==> src/rtl/gif_sequencer.sv <==
// gif_sequencer: animated-image sequencer for the VGA pipeline.
// Steps through NUM_FRAMES frame ROMs at a frame-tick derived rate (loop,
// ping-pong, one-shot, hold) and produces a 3-clock pixel pipeline: ROM
// address generation, ROM read, frame-slice select to RGB444.
// Optional build macro COLOR_KEY_EN: adds parameter KEY_COLOR; ROM words
// equal to KEY_COLOR are output as transparent (o_vis=0, RGB=0).
module gif_sequencer #(
  parameter int NUM_FRAMES = 8,
  parameter int FRAME_HOLD = 6,
  parameter int IMG_W      = 256,
  parameter int IMG_H      = 256,
  parameter int ADDR_W     = 16,
  parameter int DATA_W     = 12,
  parameter int IDX_W      = 4
`ifdef COLOR_KEY_EN
  ,
  parameter logic [DATA_W-1:0] KEY_COLOR = 12'h0F0
`endif
) (
  input  logic                       clk,
  input  logic                       rst_n,
  input  logic [10:0]                h_cnt,
  input  logic [10:0]                v_cnt,
  input  logic [10:0]                h_org,
  input  logic [10:0]                v_org,
  input  logic [1:0]                 mode,
  input  logic                       play,
  input  logic                       restart,
  input  logic [NUM_FRAMES*DATA_W-1:0] rom_data,
  output logic [ADDR_W-1:0]          data_addr,
  output logic [IDX_W-1:0]           frame_idx,
  output logic                       done,
  output logic                       o_vis,
  output logic [3:0]                 o_r,
  output logic [3:0]                 o_g,
  output logic [3:0]                 o_b
);

  typedef enum logic [1:0] {
    MODE_LOOP    = 2'b00,
    MODE_PP      = 2'b01,
    MODE_ONESHOT = 2'b10,
    MODE_HOLD    = 2'b11
  } mode_t;

  typedef enum logic {
    DIR_UP   = 1'b0,
    DIR_DOWN = 1'b1
  } dir_t;

  localparam int HOLD_W = (FRAME_HOLD > 1) ? $clog2(FRAME_HOLD) : 1;
  localparam logic [HOLD_W-1:0] HOLD_LAST = HOLD_W'(FRAME_HOLD - 1);
  localparam logic [IDX_W-1:0]  IDX_LAST  = IDX_W'(NUM_FRAMES - 1);
  localparam logic [11:0]       W_LIM     = 12'(IMG_W);
  localparam logic [11:0]       H_LIM     = 12'(IMG_H);

  // ---------------------------------------------------------------------
  // Frame tick
  // ---------------------------------------------------------------------
  logic at_origin;
  logic at_origin_q;
  logic tick;

  assign at_origin = (h_cnt == '0) && (v_cnt == '0);
  assign tick      = at_origin && !at_origin_q;

  // Previous-cycle origin flag so a stall at (0,0) yields a single tick.
  always_ff @(posedge clk or negedge rst_n) begin
    if (!rst_n) at_origin_q <= 1'b0;
    else        at_origin_q <= at_origin;
  end

  // ---------------------------------------------------------------------
  // Animation control
  // ---------------------------------------------------------------------
  mode_t             cur_mode;
  dir_t              dir, dir_n;
  logic [HOLD_W-1:0] hold_cnt, hold_n;
  logic [IDX_W-1:0]  idx, idx_n;
  logic              done_n;

  assign cur_mode = mode_t'(mode);

  // Animation state register.
  always_ff @(posedge clk or negedge rst_n) begin
    if (!rst_n) begin
      dir      <= DIR_UP;
      hold_cnt <= '0;
      idx      <= '0;
      done     <= 1'b0;
    end else begin
      dir      <= dir_n;
      hold_cnt <= hold_n;
      idx      <= idx_n;
      done     <= done_n;
    end
  end

  // Next frame index / hold count / direction / done.
  always_comb begin
    idx_n  = idx;
    hold_n = hold_cnt;
    dir_n  = (cur_mode == MODE_PP) ? dir : DIR_UP;
    done_n = done;
    if (restart) begin
      idx_n  = '0;
      hold_n = '0;
      dir_n  = DIR_UP;
      done_n = 1'b0;
    end else if (tick && play && (cur_mode != MODE_HOLD)) begin
      if (hold_cnt == HOLD_LAST) begin
        hold_n = '0;
        case (cur_mode)
          MODE_LOOP: begin
            idx_n = (idx == IDX_LAST) ? '0 : idx + 1'b1;
          end
          MODE_PP: begin
            // Reversal happens on the advance out of an endpoint, so each
            // endpoint frame is shown for exactly one hold period.
            if (NUM_FRAMES > 1) begin
              if (dir == DIR_UP) begin
                if (idx == IDX_LAST) begin
                  dir_n = DIR_DOWN;
                  idx_n = idx - 1'b1;
                end else begin
                  idx_n = idx + 1'b1;
                end
              end else begin
                if (idx == '0) begin
                  dir_n = DIR_UP;
                  idx_n = idx + 1'b1;
                end else begin
                  idx_n = idx - 1'b1;
                end
              end
            end
          end
          MODE_ONESHOT: begin
            if (idx == IDX_LAST) done_n = 1'b1;
            else                 idx_n  = idx + 1'b1;
          end
          default: ;
        endcase
      end else begin
        hold_n = hold_cnt + 1'b1;
      end
    end
  end

  assign frame_idx = idx;

  // ---------------------------------------------------------------------
  // Pixel pipeline
  // ---------------------------------------------------------------------
  logic [10:0]       dh;
  logic [10:0]       dv;
  logic              in_win;
  logic [ADDR_W-1:0] addr_next;

  assign dh        = h_cnt - h_org;
  assign dv        = v_cnt - v_org;
  assign in_win    = ({1'b0, dh} < W_LIM) && ({1'b0, dv} < H_LIM);
  assign addr_next = ADDR_W'(dv) * ADDR_W'(IMG_W) + ADDR_W'(dh);

  logic             win_a, win_b;
  logic [IDX_W-1:0] idx_a, idx_b;

  // Stage A: window test and ROM address; address holds outside the window.
  always_ff @(posedge clk or negedge rst_n) begin
    if (!rst_n) begin
      data_addr <= '0;
      win_a     <= 1'b0;
      idx_a     <= '0;
    end else begin
      if (in_win) data_addr <= addr_next;
      win_a <= in_win;
      idx_a <= idx;
    end
  end

  // Stage B: align window flag and frame index with the ROM read latency.
  always_ff @(posedge clk or negedge rst_n) begin
    if (!rst_n) begin
      win_b <= 1'b0;
      idx_b <= '0;
    end else begin
      win_b <= win_a;
      idx_b <= idx_a;
    end
  end

  logic [DATA_W-1:0] word;
  logic              opaque;

  // Frame slice select using the pipeline-aligned index.
  always_comb begin
    word = '0;
    for (int unsigned k = 0; k < NUM_FRAMES; k++) begin
      if (idx_b == IDX_W'(k)) word = rom_data[k*DATA_W +: DATA_W];
    end
`ifdef COLOR_KEY_EN
    opaque = win_b && (word != KEY_COLOR);
`else
    opaque = win_b;
`endif
  end

  // Stage C: registered RGB444 output, blanked outside the image.
  always_ff @(posedge clk or negedge rst_n) begin
    if (!rst_n) begin
      o_vis <= 1'b0;
      o_r   <= '0;
      o_g   <= '0;
      o_b   <= '0;
    end else if (opaque) begin
      o_vis <= 1'b1;
      o_r   <= word[11:8];
      o_g   <= word[7:4];
      o_b   <= word[3:0];
    end else begin
      o_vis <= 1'b0;
      o_r   <= '0;
      o_g   <= '0;
      o_b   <= '0;
    end
  end

endmodule

==> config.mk <==
export PLATFORM = sky130hd
export DESIGN_NAME = gif_sequencer
export DESIGN_NICKNAME = d
export VERILOG_FILES = /design/src/rtl/gif_sequencer.sv
export SDC_FILE = /design/constraint.sdc
export NUM_CORES = 1
export LEC_CHECK = 0
export BUFFER_PORTS_ARGS = -buffer_cell sky130_fd_sc_hd__buf_2
export CORE_ASPECT_RATIO = 0.8
export CORE_MARGIN = 2
export CORE_UTILIZATION = 44
export DETAILED_ROUTE_END_ITERATION = 6
export HOLD_SLACK_MARGIN = 0.02
export PLACE_DENSITY = 0.76
export RECOVER_POWER = 100
export SYNTH_ARGS = -nofsm -noshare
export SYNTH_HDL_FRONTEND = slang
export SYNTH_SLANG_ARGS = --single-unit
==> constraint.sdc <==
create_clock -name clk -period 1.8 [get_ports clk]
set_input_delay 0.54 -clock clk [delete_from_list [all_inputs] [get_ports clk]]
set_output_delay 0.54 -clock clk [all_outputs]
set_load 0.02 [all_outputs]
==> flow_metrics.env, run 1 <==
export IMPL_drt_wl_total_mm=14.25
export IMPL_rows=31
export IMPL_ant_nets=0
export IMPL_placed_cells=798
export IMPL_place_congestion=0.9329
export IMPL_synth_commonest_cells="dfrtp_1, nor2_1, inv_1, nand2_1, ha_1"
export IMPL_drive_gt1_share_pct=50.07
export IMPL_critPathArrivalTime_ns=3.39
export IMPL_clk_pin_slew_ns=0.07
export IMPL_vias_per_cell=5.377
export IMPL_synthFlopType="dfrtp_1"
export IMPL_hold_class="reg2reg"
export IMPL_synth_largest_area_cell="dfrtp_1"
export IMPL_drv_slew=0
export IMPL_yosys_warnings=0
export IMPL_cp_slowest_stage_delay_ns=0.37
export IMPL_ys_ff_latch=49
export IMPL_fin_ws_ns=-1.422
export IMPL_die_h_um=90.22
export IMPL_cp_required_ns=1.97
export IMPL_post_route_period_util_pct=179.0
export IMPL_grtUsageTotal_pct=27.13
export IMPL_drtIter0Drc=202
export IMPL_coreArea_sq_mm=0.009037
export IMPL_drc=0
export IMPL_synth_edf_count=0
export IMPL_violations="negative setup slack"
export IMPL_critPathKind="in2reg"
export IMPL_rsz0062_at_grt="true"
export IMPL_cts_hold_repair_buffers=0
export IMPL_port_buffers=179
export IMPL_max_freq_mhz=310.4
export IMPL_pre_cts_slack_ns=-1.886
export IMPL_leakage_nw=3.153
export IMPL_fillers=681
export IMPL_crit_chain="buf_12 -> inv_12 -> ha_4 -> inv_2 -> fa_2 -> a21oi_4 -> o22ai_2 -> o41ai_2 -> xnor2_1 -> ha_2 -> nand2_4 -> nor3b_2 -> mux2i_1 -> buf_4 -> a31oi_2 -> xor2_1 -> mux2_4"
export IMPL_period_minus_slack_ns=3.222
export IMPL_final_cells=838
export IMPL_grt_antenna_before_repair=0
export IMPL_ys_async_sr_fraction_pct=100.0
export IMPL_wl_per_cell_um=17.00
export IMPL_numCtsBuffers=5
export IMPL_io_pins=180
export IMPL_initial_core_util_pct=45.24
export IMPL_syn_cell_area_sq_mm=0.004089
export IMPL_yosysMostFrequentCell="dfrtp_1"
export IMPL_post_route_util_pct=72.56
export IMPL_power_density_mw_per_mm2=693.9
export IMPL_clk_latency_ns=0.29
export IMPL_max_cap_violations=0
export IMPL_worstMarginPinSlew_ns=1.298
export IMPL_fin_skew_ns=0.003411
export IMPL_critPathBufInv=4
export IMPL_relSlewSlack_pct=13.45
export IMPL_slowest_stage="fa_2"
export IMPL_cp_max_fo=4
export IMPL_die_x_um=111.8
export IMPL_clock_sinks=49
export IMPL_clockRootBuffer="clkbuf_16"
export IMPL_dr_pass1_iters=4
export IMPL_synth_area_leaders="dfrtp_1, ha_1, mux4_2"
export IMPL_dpl_hpwl_mm=10.32
export IMPL_diodes=0
export IMPL_outcome="finished, violations left"
export IMPL_setup_viol=24
export IMPL_die_area_sq_mm=0.01008
export IMPL_syn_avg_cell_area_sq_um=9.644
export IMPL_overflow=0
export IMPL_h_tree_depth=2
export IMPL_first_global_vias=4652
export IMPL_hold_violations=0
export IMPL_finish_net_count=900
export IMPL_yosysSeqAreaShare_pct=29.99
export IMPL_cp_end_kind="flop"
export IMPL_synth_distinct_cells=68
export IMPL_synth_fp_nets=602
export IMPL_start_kind="primary input"
export IMPL_vdd_drop_max_mv=0.5421
export IMPL_cts_buffer_depth=2
export IMPL_syn_to_final_growth_pct=60.37
export IMPL_synth_top_cell_area_share_pct=29.99
export IMPL_grt_pass1_wl_mm=22.28
export IMPL_grt_max_degree=50
export IMPL_vias=4506
export IMPL_syn_inst=424
export IMPL_cts_tree="done"
export IMPL_critical_path_top_delay_family="adder cells"
[cell usage in the layout (no fill, tap or decap), types with 4 or more instances in the layout]
cell type and n:
xor2_1 6, xnor2_1 15, a21oi_4 4, nor4_4 5, a221oi_1 12, mux2i_1 21, inv_1 36, inv_2 4
clkbuf_1 35, o21ai_0 6, nand2_1 27, nor2b_1 8, clkbuf_16 6, buf_4 106, clkbuf_2 4, dfrtp_1 48
ha_1 25, nor2_1 42, nor3_1 11, a21oi_1 6, buf_6 13, mux2_4 12, a21boi_0 12, mux4_2 12
a31oi_1 6, nand2b_1 4, nand3_1 6, buf_2 142
[worst paths after layout]
check	startpoint	endpoint	slack [ns]	cells past startpoint
setup / recovery	h_cnt[0]	data_addr[13]$_DFFE_PN0P_	-1.42	17
hold / removal	idx_a[1]$_DFF_PN0_	idx_b[1]$_DFF_PN0_	0.35	0
setup reg to reg	frame_idx[1]$_DFFE_PN0P_	frame_idx[1]$_DFFE_PN0P_	-0.02	8
hold reg to reg	idx_a[1]$_DFF_PN0_	idx_b[1]$_DFF_PN0_	0.35	0
max in group asynchronous	rst_n	idx_b[0]$_DFF_PN0_	0.31	2
min in group asynchronous	rst_n	frame_idx[0]$_DFFE_PN0P_	0.60	2
[state kept, by name (all words and copies together) (netlist names)]
register	flops
idx_b	4
dir	1
o_b	4
data_addr	16
o_vis	1
o_r	4
o_g	4
hold_cnt	3
idx_a	4
done	1
at_origin_q	1
win_a	1
frame_idx	4
opaque	1
[report_power, final]
group / internal, W / switching [W]
registers: 0.00127 / 0.000111
logic: 0.00103 / 0.00101
clock network: 0.000695 / 0.000434
[per-stage QoR]
stage	total power, W	hold WS (ns)	cell area [sq um]	setup TNS [ns]
after floorplan	0.002412	0.2444	4217	-18.84
after global placement	0.003174	0.3314	5933	-27.92
after detailed placement	0.003236	0.3356	5933	-29.83
after CTS	0.004519	0.2408	6499	-19.17
after global routing	0.004774	0.3554	6558	-22.31
final	0.004550	0.3492	6558	-20.20
[metal layers]
metal / up-vias / part of all wire [%] / global-route usage [%]
met5: - / 0 / 0
met2: 183 / 50 / 47.83
li1: 2122 / - / -
met4: 0 / 1.6 / 5.453
met3: 22 / 6.0 / 4.788
met1: 2179 / 42 / 35.11
[cell families after synthesis]
family / after synthesis / synth area share, %
and+or+nand+nor: 135 / 16.46
AOI/OAI and AO/OA: 82 / 15.94
buffers and inverters: 56 / 5.844
DFF: 49 / 29.99
muxes: 46 / 15.76
adders and majority gates: 32 / 10.34
xor gates and xnor gates: 24 / 5.661
[area by class of cell]
type	count	area [sq um]	share of cell area, %
inverter	41	166.4	2.538
sequential	49	1227	18.72
multi-input combinational	319	2924	44.59
clock inverter	2	37.54	0.5724
tap	115	143.9	2.194
clock buffer	6	138.9	2.118
timing repair buffer	306	1919	29.27
[timing repair]
action	CTS	global route
setup endpoints to repair	25	28
buffers inserted	27	6
cloned	0	1
pin swaps	30	12
resized for setup	49	15
Power figures use the tool's default switching activity.
==> run 2: changes to the inputs <==
PLACE_DENSITY = 0.81   (was 0.76)
==> flow_metrics.env, run 2 (synthesized netlist as in run 1, its figures left out) <==
export IMPL_clk_latency_ns=0.29
export IMPL_port_buffers=179
export IMPL_largest_reg_flops=16
export IMPL_power_density_mw_per_mm2=698.4
export IMPL_drt_wl_total_mm=14.20
export IMPL_critPathKind="in2reg"
export IMPL_final_cell_mix="buf_2, buf_4, dfrtp_1, nor2_1"
export IMPL_rows=31
export IMPL_drtIter0Drc=295
export IMPL_numCtsBuffers=5
export IMPL_regMostFlops="data_addr"
export IMPL_hold_class="reg2reg"
export IMPL_die_area_sq_mm=0.01008
export IMPL_io_pins=180
export IMPL_outcome="finished, violations left"
export IMPL_coreArea_sq_mm=0.009037
export IMPL_fin_ws_ns=-1.379
export IMPL_clk_pin_slew_ns=0.07
export IMPL_cp_required_ns=1.99
export IMPL_worstHoldStart="idx_a[0]$_DFF_PN0_"
export IMPL_cp_end_kind="flop"
export IMPL_fin_skew_ns=0.01039
export IMPL_period_minus_slack_ns=3.179
export IMPL_finalPower_w=0.004524
export IMPL_pwr_share_comb_pct=45.2
export IMPL_pre_cts_slack_ns=-1.835
export IMPL_p_sw_w=0.001572
export IMPL_start_kind="primary input"
export IMPL_finish_net_count=896
export IMPL_seqPwrFrac_pct=30.9
export IMPL_setup_viol=26
export IMPL_p_int_w=0.002952
export IMPL_swShare_pct=34.75
export IMPL_first_global_vias=4636
export IMPL_fillers=660
export IMPL_drv_slew=0
export IMPL_r2r_cells=6
export IMPL_initial_core_util_pct=45.24
export IMPL_cts_hold_repair_buffers=0
export IMPL_timing_rr_start="at_origin_q$_DFF_PN0_"
export IMPL_cp_max_fo=4
export IMPL_whs_path_depth=0
export IMPL_cts_buffer_depth=2
export IMPL_overflow=0
export IMPL_clockRootBuffer="clkbuf_16"
export IMPL_h_tree_depth=2
export IMPL_leakage_nw=3.126
export IMPL_rsz0062_at_grt="true"
export IMPL_worstMarginPinSlew_ns=1.259
export IMPL_drive_gt1_share_pct=49.93
export IMPL_vias_per_cell=5.456
export IMPL_holdPathEnd="idx_b[0]$_DFF_PN0_"
export IMPL_wl_per_cell_um=17.00
export IMPL_post_route_period_util_pct=176.6
export IMPL_cts_tree="done"
export IMPL_r2r_slack_ns=-0.03
export IMPL_vdd_drop_max_mv=0.6728
export IMPL_setup_tns_ns=-20.29
export IMPL_max_freq_mhz=314.6
export IMPL_ant_nets=0
export IMPL_dr_pass1_iters=5
export IMPL_grt_antenna_before_repair=1
export IMPL_grtUsageTotal_pct=26.77
export IMPL_grt_pass1_wl_mm=21.97
export IMPL_post_route_util_pct=71.67
export IMPL_clock_sinks=49
export IMPL_multiInputGateArea_sq_mm=0.002904
export IMPL_dpl_hpwl_mm=10.67
export IMPL_hold_violations=0
export IMPL_place_congestion=0.9423
export IMPL_ff_latch_area_sq_mm=0.001226
export IMPL_p_clk_share_pct=23.9
export IMPL_violations="negative setup slack"
export IMPL_critPathArrivalTime_ns=3.37
export IMPL_r2r_end="frame_idx[2]$_DFFE_PN0P_"
export IMPL_vias=4556
export IMPL_die_x_um=111.8
export IMPL_grt_max_degree=50
export IMPL_max_cap_violations=0
export IMPL_die_h_um=90.22
export IMPL_relSlewSlack_pct=16.08
export IMPL_syn_to_final_growth_pct=58.41
export IMPL_final_common_cell="buf_2"
export IMPL_drc=0
## run 2: cell types whose count changed in the layout (fill, tap and decap cells not counted), sizes merged
cell	previous run	this run
buf	266	264
clkbuf	46	43
clkinv	0	1
clkinvlp	1	0
diode	0	1
inv	41	42
## run 2: timing repair
action                     CTS  global route
gates resized for setup     38            20
setup buffers               13            10
setup endpoints to repair   25            30
pin swaps                   24            11
## run 2: critical path, stage by stage
cell and delay, ns:
buf_12 0.12, inv_12 0.04, ha_4 0.12, inv_2 0.03, fa_2 0.34, a21oi_2 0.18
o22ai_2 0.12, o41ai_2 0.25, xnor2_1 0.19, ha_2 0.25, inv_2 0.05, fa_2 0.39
inv_2 0.08, a21oi_4 0.05, or3_1 0.36, a31oi_2 0.23
## run 2: stage by stage
step	hold WS [ns]	std cells	instance area, sq um
2_1_floorplan	0.2444	424	4217
3_3_place_gp	0.3321	805	5986
3_5_place_dp	0.3379	805	5986
4_1_cts	0.2442	825	6412
5_1_grt	0.3528	835	6477
6_report	0.3435	835	6477
## run 2: how the worst max path moves through the flow
stage,from,endpoint,slack (ns),cells past startpoint
after floorplan,h_cnt[0],data_addr[15]$_DFFE_PN0P_,-1.44,15
after global placement,h_cnt[0],data_addr[15]$_DFFE_PN0P_,-1.68,16
after detailed placement,h_cnt[0],data_addr[15]$_DFFE_PN0P_,-1.83,16
after CTS,h_cnt[0],data_addr[15]$_DFFE_PN0P_,-1.26,16
after global routing,h_cnt[0],data_addr[15]$_DFFE_PN0P_,-1.52,16
final,h_cnt[0],data_addr[12]$_DFFE_PN0P_,-1.38,16
## run 2: layout make-up
| cell class | count | area share (%) |
|---|---|---|
| Antenna cell | 1 | 0.03863 |
| Clock buffer | 5 | 1.932 |
| Tap cell | 115 | 2.221 |
| Sequential cell | 49 | 18.93 |
| Multi-Input combinational cell | 319 | 44.83 |
| Inverter | 41 | 2.569 |
| Clock inverter | 3 | 0.6761 |
| Timing Repair Buffer | 302 | 28.80 |
## run 2: power by group through the flow
stage               logic, W  registers (W)  clock network, W
floorplan           0.000836        0.00158                 0
global placement     0.00178        0.00140                 0
detailed placement   0.00186        0.00140                 0
CTS                  0.00197        0.00139           0.00110
global route         0.00220        0.00141           0.00115
finish               0.00204        0.00140           0.00108
## run 2: layer usage
layer | vias to the layer above | GRT usage, % | wire (um) | share of wire, %
met5 | - | 0 | 0 | 0
met4 | 0 | 9.774 | 443 | 3.1
met3 | 34 | 3.844 | 810 | 5.7
met2 | 204 | 49.39 | 7540 | 53
met1 | 2204 | 31.47 | 5402 | 38
li1 | 2114 | - | - | -
